**src/rtl/rst_sequencer.sv**
```systemverilog
// rst_sequencer
//   Filters the PLL lock, stretches reset after lock, then releases
//   N_STAGES reset outputs one after another with a programmable gap.
//   Also handles a soft-reset request from RUN, drops back to the start on
//   lock loss, and keeps a saturating count of lock losses.
//
// Ports
//   clk_in         system clock (PLL output)
//   rst_in_n       asynchronous active-low reset; asserts rst_out at once
//   pll_lock       raw PLL lock, synchronised internally by two flops
//   soft_rst_req   synchronous soft-reset request, honoured in RUN only
//   rst_out        active-high stage resets, bit 0 is released first
//   ready          high only while every stage is released
//   lock_loss_cnt  saturating count of lock losses after the filter passed
//   state          FSM code: 0 WAIT_LOCK, 1 FILTER, 2 HOLD, 3 RELEASE, 4 RUN
module rst_sequencer #(
    parameter int N_STAGES    = 2,
    parameter int LOCK_FILTER = 16,
    parameter int HOLD_CYCLES = 128,
    parameter int STAGE_GAP   = 64,
    parameter int SOFT_HOLD   = 32,
    parameter int CNT_W       = 8
) (
    input  logic                clk_in,
    input  logic                rst_in_n,
    input  logic                pll_lock,
    input  logic                soft_rst_req,
    output logic [N_STAGES-1:0] rst_out,
    output logic                ready,
    output logic [CNT_W-1:0]    lock_loss_cnt,
    output logic [2:0]          state
);

    localparam int MAX_AB  = (LOCK_FILTER > HOLD_CYCLES) ? LOCK_FILTER : HOLD_CYCLES;
    localparam int MAX_CD  = (STAGE_GAP > SOFT_HOLD) ? STAGE_GAP : SOFT_HOLD;
    localparam int MAX_LEN = (MAX_AB > MAX_CD) ? MAX_AB : MAX_CD;
    localparam int CW      = $clog2(MAX_LEN) + 1;

    localparam logic [CW-1:0] FILTER_LAST = CW'(LOCK_FILTER - 1);
    localparam logic [CW-1:0] HOLD_LAST   = CW'(HOLD_CYCLES - 1);
    localparam logic [CW-1:0] SOFT_LAST   = CW'(SOFT_HOLD - 1);
    localparam logic [CW-1:0] GAP_LAST    = CW'(STAGE_GAP - 1);

    // Stages are released by shifting zeros in from bit 0; when only the
    // top bit is still set, the next release is the final one.
    localparam logic [N_STAGES-1:0] ALL_ONES   = '1;
    localparam logic [N_STAGES-1:0] LAST_STAGE = ~(ALL_ONES >> 1);

    typedef enum logic [2:0] {
        WAIT_LOCK = 3'd0,
        FILTER    = 3'd1,
        HOLD      = 3'd2,
        RELEASE   = 3'd3,
        RUN       = 3'd4
    } state_t;

    state_t          fsm;
    logic            lock_p0;
    logic            lock_p1;
    logic            lock_s;
    logic [CW-1:0]   cnt;
    logic            soft_hold;
    logic            armed;

    function automatic logic [CNT_W-1:0] sat_inc(input logic [CNT_W-1:0] v);
        return (v == '1) ? v : v + CNT_W'(1);
    endfunction

    assign lock_s = lock_p1;
    assign state  = fsm;

    always_ff @(posedge clk_in or negedge rst_in_n) begin
        if (!rst_in_n) begin
            lock_p0       <= 1'b0;
            lock_p1       <= 1'b0;
            fsm           <= WAIT_LOCK;
            cnt           <= '0;
            soft_hold     <= 1'b0;
            armed         <= 1'b1;
            rst_out       <= '1;
            ready         <= 1'b0;
            lock_loss_cnt <= '0;
        end else begin
            // lock synchroniser: lock_p0 -> lock_p1
            lock_p0 <= pll_lock;
            lock_p1 <= lock_p0;

            // A held request fires once; it must be seen low before it can
            // fire again.
            if (!soft_rst_req) armed <= 1'b1;

            // sequencer FSM
            case (fsm)
                WAIT_LOCK: begin
                    if (lock_s) begin
                        fsm <= FILTER;
                        cnt <= '0;
                    end
                end

                FILTER: begin
                    if (!lock_s) begin
                        fsm <= WAIT_LOCK;
                        cnt <= '0;
                    end else if (cnt == FILTER_LAST) begin
                        fsm       <= HOLD;
                        cnt       <= '0;
                        soft_hold <= 1'b0;
                    end else begin
                        cnt <= cnt + CW'(1);
                    end
                end

                HOLD, RELEASE: begin
                    if (!lock_s) begin
                        rst_out       <= '1;
                        ready         <= 1'b0;
                        fsm           <= WAIT_LOCK;
                        cnt           <= '0;
                        lock_loss_cnt <= sat_inc(lock_loss_cnt);
                    end else if ((fsm == HOLD    && cnt == (soft_hold ? SOFT_LAST : HOLD_LAST)) ||
                                 (fsm == RELEASE && cnt == GAP_LAST)) begin
                        rst_out <= rst_out << 1;
                        cnt     <= '0;
                        if (rst_out == LAST_STAGE) begin
                            fsm   <= RUN;
                            ready <= 1'b1;
                        end else begin
                            fsm <= RELEASE;
                        end
                    end else begin
                        cnt <= cnt + CW'(1);
                    end
                end

                RUN: begin
                    // Lock loss outranks a soft request on the same edge.
                    if (!lock_s) begin
                        rst_out       <= '1;
                        ready         <= 1'b0;
                        fsm           <= WAIT_LOCK;
                        cnt           <= '0;
                        lock_loss_cnt <= sat_inc(lock_loss_cnt);
                    end else if (soft_rst_req && armed) begin
                        rst_out   <= '1;
                        ready     <= 1'b0;
                        fsm       <= HOLD;
                        cnt       <= '0;
                        soft_hold <= 1'b1;
                        armed     <= 1'b0;
                    end
                end

                default: begin
                    rst_out <= '1;
                    ready   <= 1'b0;
                    fsm     <= WAIT_LOCK;
                    cnt     <= '0;
                end
            endcase
        end
    end

endmodule

```
**config.mk**
```make
export PLATFORM = sky130hd
export DESIGN_NAME = rst_sequencer
export DESIGN_NICKNAME = d
export VERILOG_FILES = /design/src/rtl/rst_sequencer.sv
export SDC_FILE = /design/constraint.sdc
export NUM_CORES = 1
export LEC_CHECK = 0
export CORE_UTILIZATION = 35
export CTS_CLUSTER_SIZE = 28
export DETAILED_ROUTE_END_ITERATION = 12
export MAX_ROUTING_LAYER = met4
export PLACE_DENSITY = 0.52
export REMOVE_ABC_BUFFERS = 1
export SETUP_SLACK_MARGIN = 0.15
export SYNTH_ARGS = -nofsm -noshare
export SYNTH_HDL_FRONTEND = slang
export SYNTH_SLANG_ARGS = --single-unit
export TNS_END_PERCENT = 100
```
**constraint.sdc**
```tcl
create_clock -name clk_in -period 4.6 [get_ports clk_in]
set_input_delay 0.46 -clock clk_in [delete_from_list [all_inputs] [get_ports clk_in]]
set_output_delay 0.46 -clock clk_in [all_outputs]
set_load 0.005 [all_outputs]
```
==> metrics.md <==
| Metric | Value |
|---|---|
| Later-pin clock latency in the skew report | `0.26 ns` |
| Worst r2r src | `cnt[0]` |
| Clock Skews | `0.00233 ns` |
| Synth top area share | `0.417` |
| Yosys cell types | `50` |
| Commonest non-fill, non-tap cell in the layout | `dfrtp_1` |
| Crit path buf inv count | `0` |
| DRT iter0 DRCs | `79` |
| Outcome | `finished, final reports clean` |
| Layout cells sized above 1 | `0.100` |
| Total power divided by cell area | `446 nW/µm²` |
| Syn_area_per_cell | `10.4 µm²` |
| Antenna-violating nets left | `0` |
| YS warnings | `0` |
| Critical path cell sequence | `ha_1 > nand4b_1 > o41ai_1 > a21boi_4 > o21ai_1 > a21o_1` |
| Synth Register Bits | `26` |
| Starting density of the core | `0.371` |
| Setup tns final | `0 ns` |
| Final min period | `2.23 ns` |
| Clock sinks | `26` |
| Core region area | `3720 µm²` |
| CP Max Fanout | `9` |
| Gpl congestion | `0.786` |
| DP Area | `1590 µm²` |
| Max Root-Sink Buffers | `2` |
| Sequential share of the synthesized area | `0.474` |
| Gr usage total | `0.147` |
| Nets | `157` |
| Max Clk Rate | `448 MHz` |
| Pin count of the biggest net entering global routing | `27` |
| Crit Path Category | `reg -> reg` |
| Detailed Routing Iterations Pass 1 | `4` |
| P&R area growth vs syn | `19.2%` |
| Hold endpoint | `lock_p1` |
| Most frequent cells in the layout | `dfrtp_1 (23), clkdlybuf4s50_1 (17), nand2_1 (11), nor2_1 (8), o21ai_1 (6)` |
| Asr flop ratio synth | `1.00` |
| Cell area after layout | `1650 µm²` |
| CTS Hold Bufs | `0` |
| Worst Reg2Reg Path Length in Cells | `6` |
| Mean routed wirelength per cell | `13.7 µm` |
| Synth area leaders | `dfrtp_1 (42%), dfstp_2 (5.7%), xnor2_1 (3.2%)` |
| Num CTS Buffers | `3` |
| Synth Cell Area | `1380 µm²` |
| Leak | `0.000715 µW` |
| Min-Delay Path Depth | `0` |
| Largest area contributor in the netlist | `dfrtp_1` |
| ANT cells | `0` |
| Via/cell ratio | `5.43` |
| DIE WIDTH | `64.8 µm` |
| Max stage delay on crit path | `0.61 ns` |
| Type of origin of the critical path | `register` |
| TritonCTS clock tree | `yes` |
| RSZ-0062 raised after global routing | `no` |
| Slew HR | `0.534` |
| Total wire length | `2710 µm` |
| Max VDD drop | `0.000214 V` |
| CP top delay family | `compound AO/OA/AOI/OAI gates` |
| # DRC | `0` |
| Critical Path Sink Type | `register` |
| Worst Tran Pin Value | `0.690 ns` |
| Number of flops mapped to enable cells by yosys | `0` |
| Vias in the first global route | `1034` |
| Root cell of the clock tree | `clkbuf_8` |
| Hold Crit Class | `reg -> reg` |
| Setup slack, reg-to-reg | `2.37 ns` |
| Die Ht | `64.8 µm` |
| Max H-tree Level | `1` |
| WP data required | `4.76 ns` |
| Cells after Synth | `133` |
| Hold path startpoint | `lock_p0` |
| FP Rows | `22` |
| Final hold violations | `0` |
| Initial antenna violation count | `0` |
| Detail Placement HPWL | `2000 µm` |
| IO Pins | `18` |
| Clock slew at reported path FFs | `0.09 ns` |
| Top FF cell, synth | `dfrtp_1` |
| R2R Path End | `cnt[3]` |
| Pins Over Slew Limit | `0` |
| First-pass GRT wire length | `4610 µm` |
| CP arrival | `2.39 ns` |
| Vias post-DR | `1075` |
| Die area | `4200 µm²` |
| I/O Buffers | `17` |
| CTS resizes | `0` |
| Setup bufs post-CTS | `0` |
| Final setup violation count | `0` |
| Total of max-cap violations | `0` |
| Total grt overflow | `0` |
| Tcrit/Tclk final | `0.485` |
| Slowest CP cell | `o41ai_1` |
| Tot Pwr | `733 µW` |
worst register-to-register path: stages, from the launching register on:
cell	delay, ns
dfrtp_1	0.38
ha_1	0.25
nand4b_1	0.18
o41ai_1	0.61
a21boi_4	0.41
o21ai_1	0.11
a21o_1	0.19
report_power, final:
part	switching (µW)	internal, µW
clock	68.3	76.3
sequential	63.8	269
combinational	113	142
total	245	488
cells by family after synthesis:
logic type | after synthesis | synth area share
buf+inv | 8 | 0.0281
mux | 3 | 0.0263
flops | 26 | 0.474
fa+ha+maj | 2 | 0.0181
simple gates | 56 | 0.233
compound gates | 31 | 0.176
xor+xnor | 7 | 0.0444
state kept, by name (all words and copies together), names as in the netlist:
register / count
cnt: 8
lock_p1: 1
ready: 1
armed: 1
rst_out: 2
lock_loss_cnt: 8
state: 3
lock_p0: 1
soft_hold: 1
synth_stat cells (all sizes together), types with 2 or more instances:
master,instances
buf,2
and4,2
and3,5
nor3b,4
a21oi,2
a31oi,2
o32ai,2
o21ai,7
ha,2
nand2,12
o21a,3
dfrtp,23
mux2,2
nor2,8
nand3b,2
dfstp,3
inv,3
nand4,5
xnor2,5
nand2b,3
xor2,2
nand3,5
a21o,3
nor2b,2
clkbuf,3
and2,2
routing by layer:
| layer | share of wire | routed length, µm | vias up | GRT usage |
|---|---|---|---|---|
| met5 | 0 | 0 | - | - |
| met2 | 0.47 | 1280 | 30 | 0.233 |
| met1 | 0.49 | 1310 | 514 | 0.189 |
| met4 | 0.0052 | 14 | 0 | 0.0500 |
| met3 | 0.035 | 96 | 2 | 0.0264 |
| li1 | - | - | 529 | - |
final cells by class:
class	instances	area, µm²
fill	369	2070
multi-input combinational	99	687
sequential	26	654
timing repair buffer	18	178
tap	48	60.1
clock buffer	4	55.1
inverter	3	11.3
per-stage QoR:
stage,std cells,utilization,hold WS (ns),setup slack (ns)
6_report,198,0.443,0.356,2.37
3_5_place_dp,194,0.428,0.337,2.32
3_3_place_gp,194,0.428,0.335,2.40
5_1_grt,198,0.443,0.362,2.20
2_1_floorplan,128,-,0.164,2.71
4_1_cts,198,0.443,0.359,2.40
how the worst max path moves through the flow:
stage,cells after the start,endpoint,from,slack (ns)
after detailed placement,6,state[0],soft_rst_req,2.32
after CTS,6,cnt[3],cnt[0],2.40
after global routing,6,cnt[3],cnt[0],2.20
after global placement,6,state[0],soft_rst_req,2.40
after floorplan,6,cnt[3],cnt[0],2.71
final,6,cnt[3],cnt[0],2.37
(Power assumes the default switching activity.)
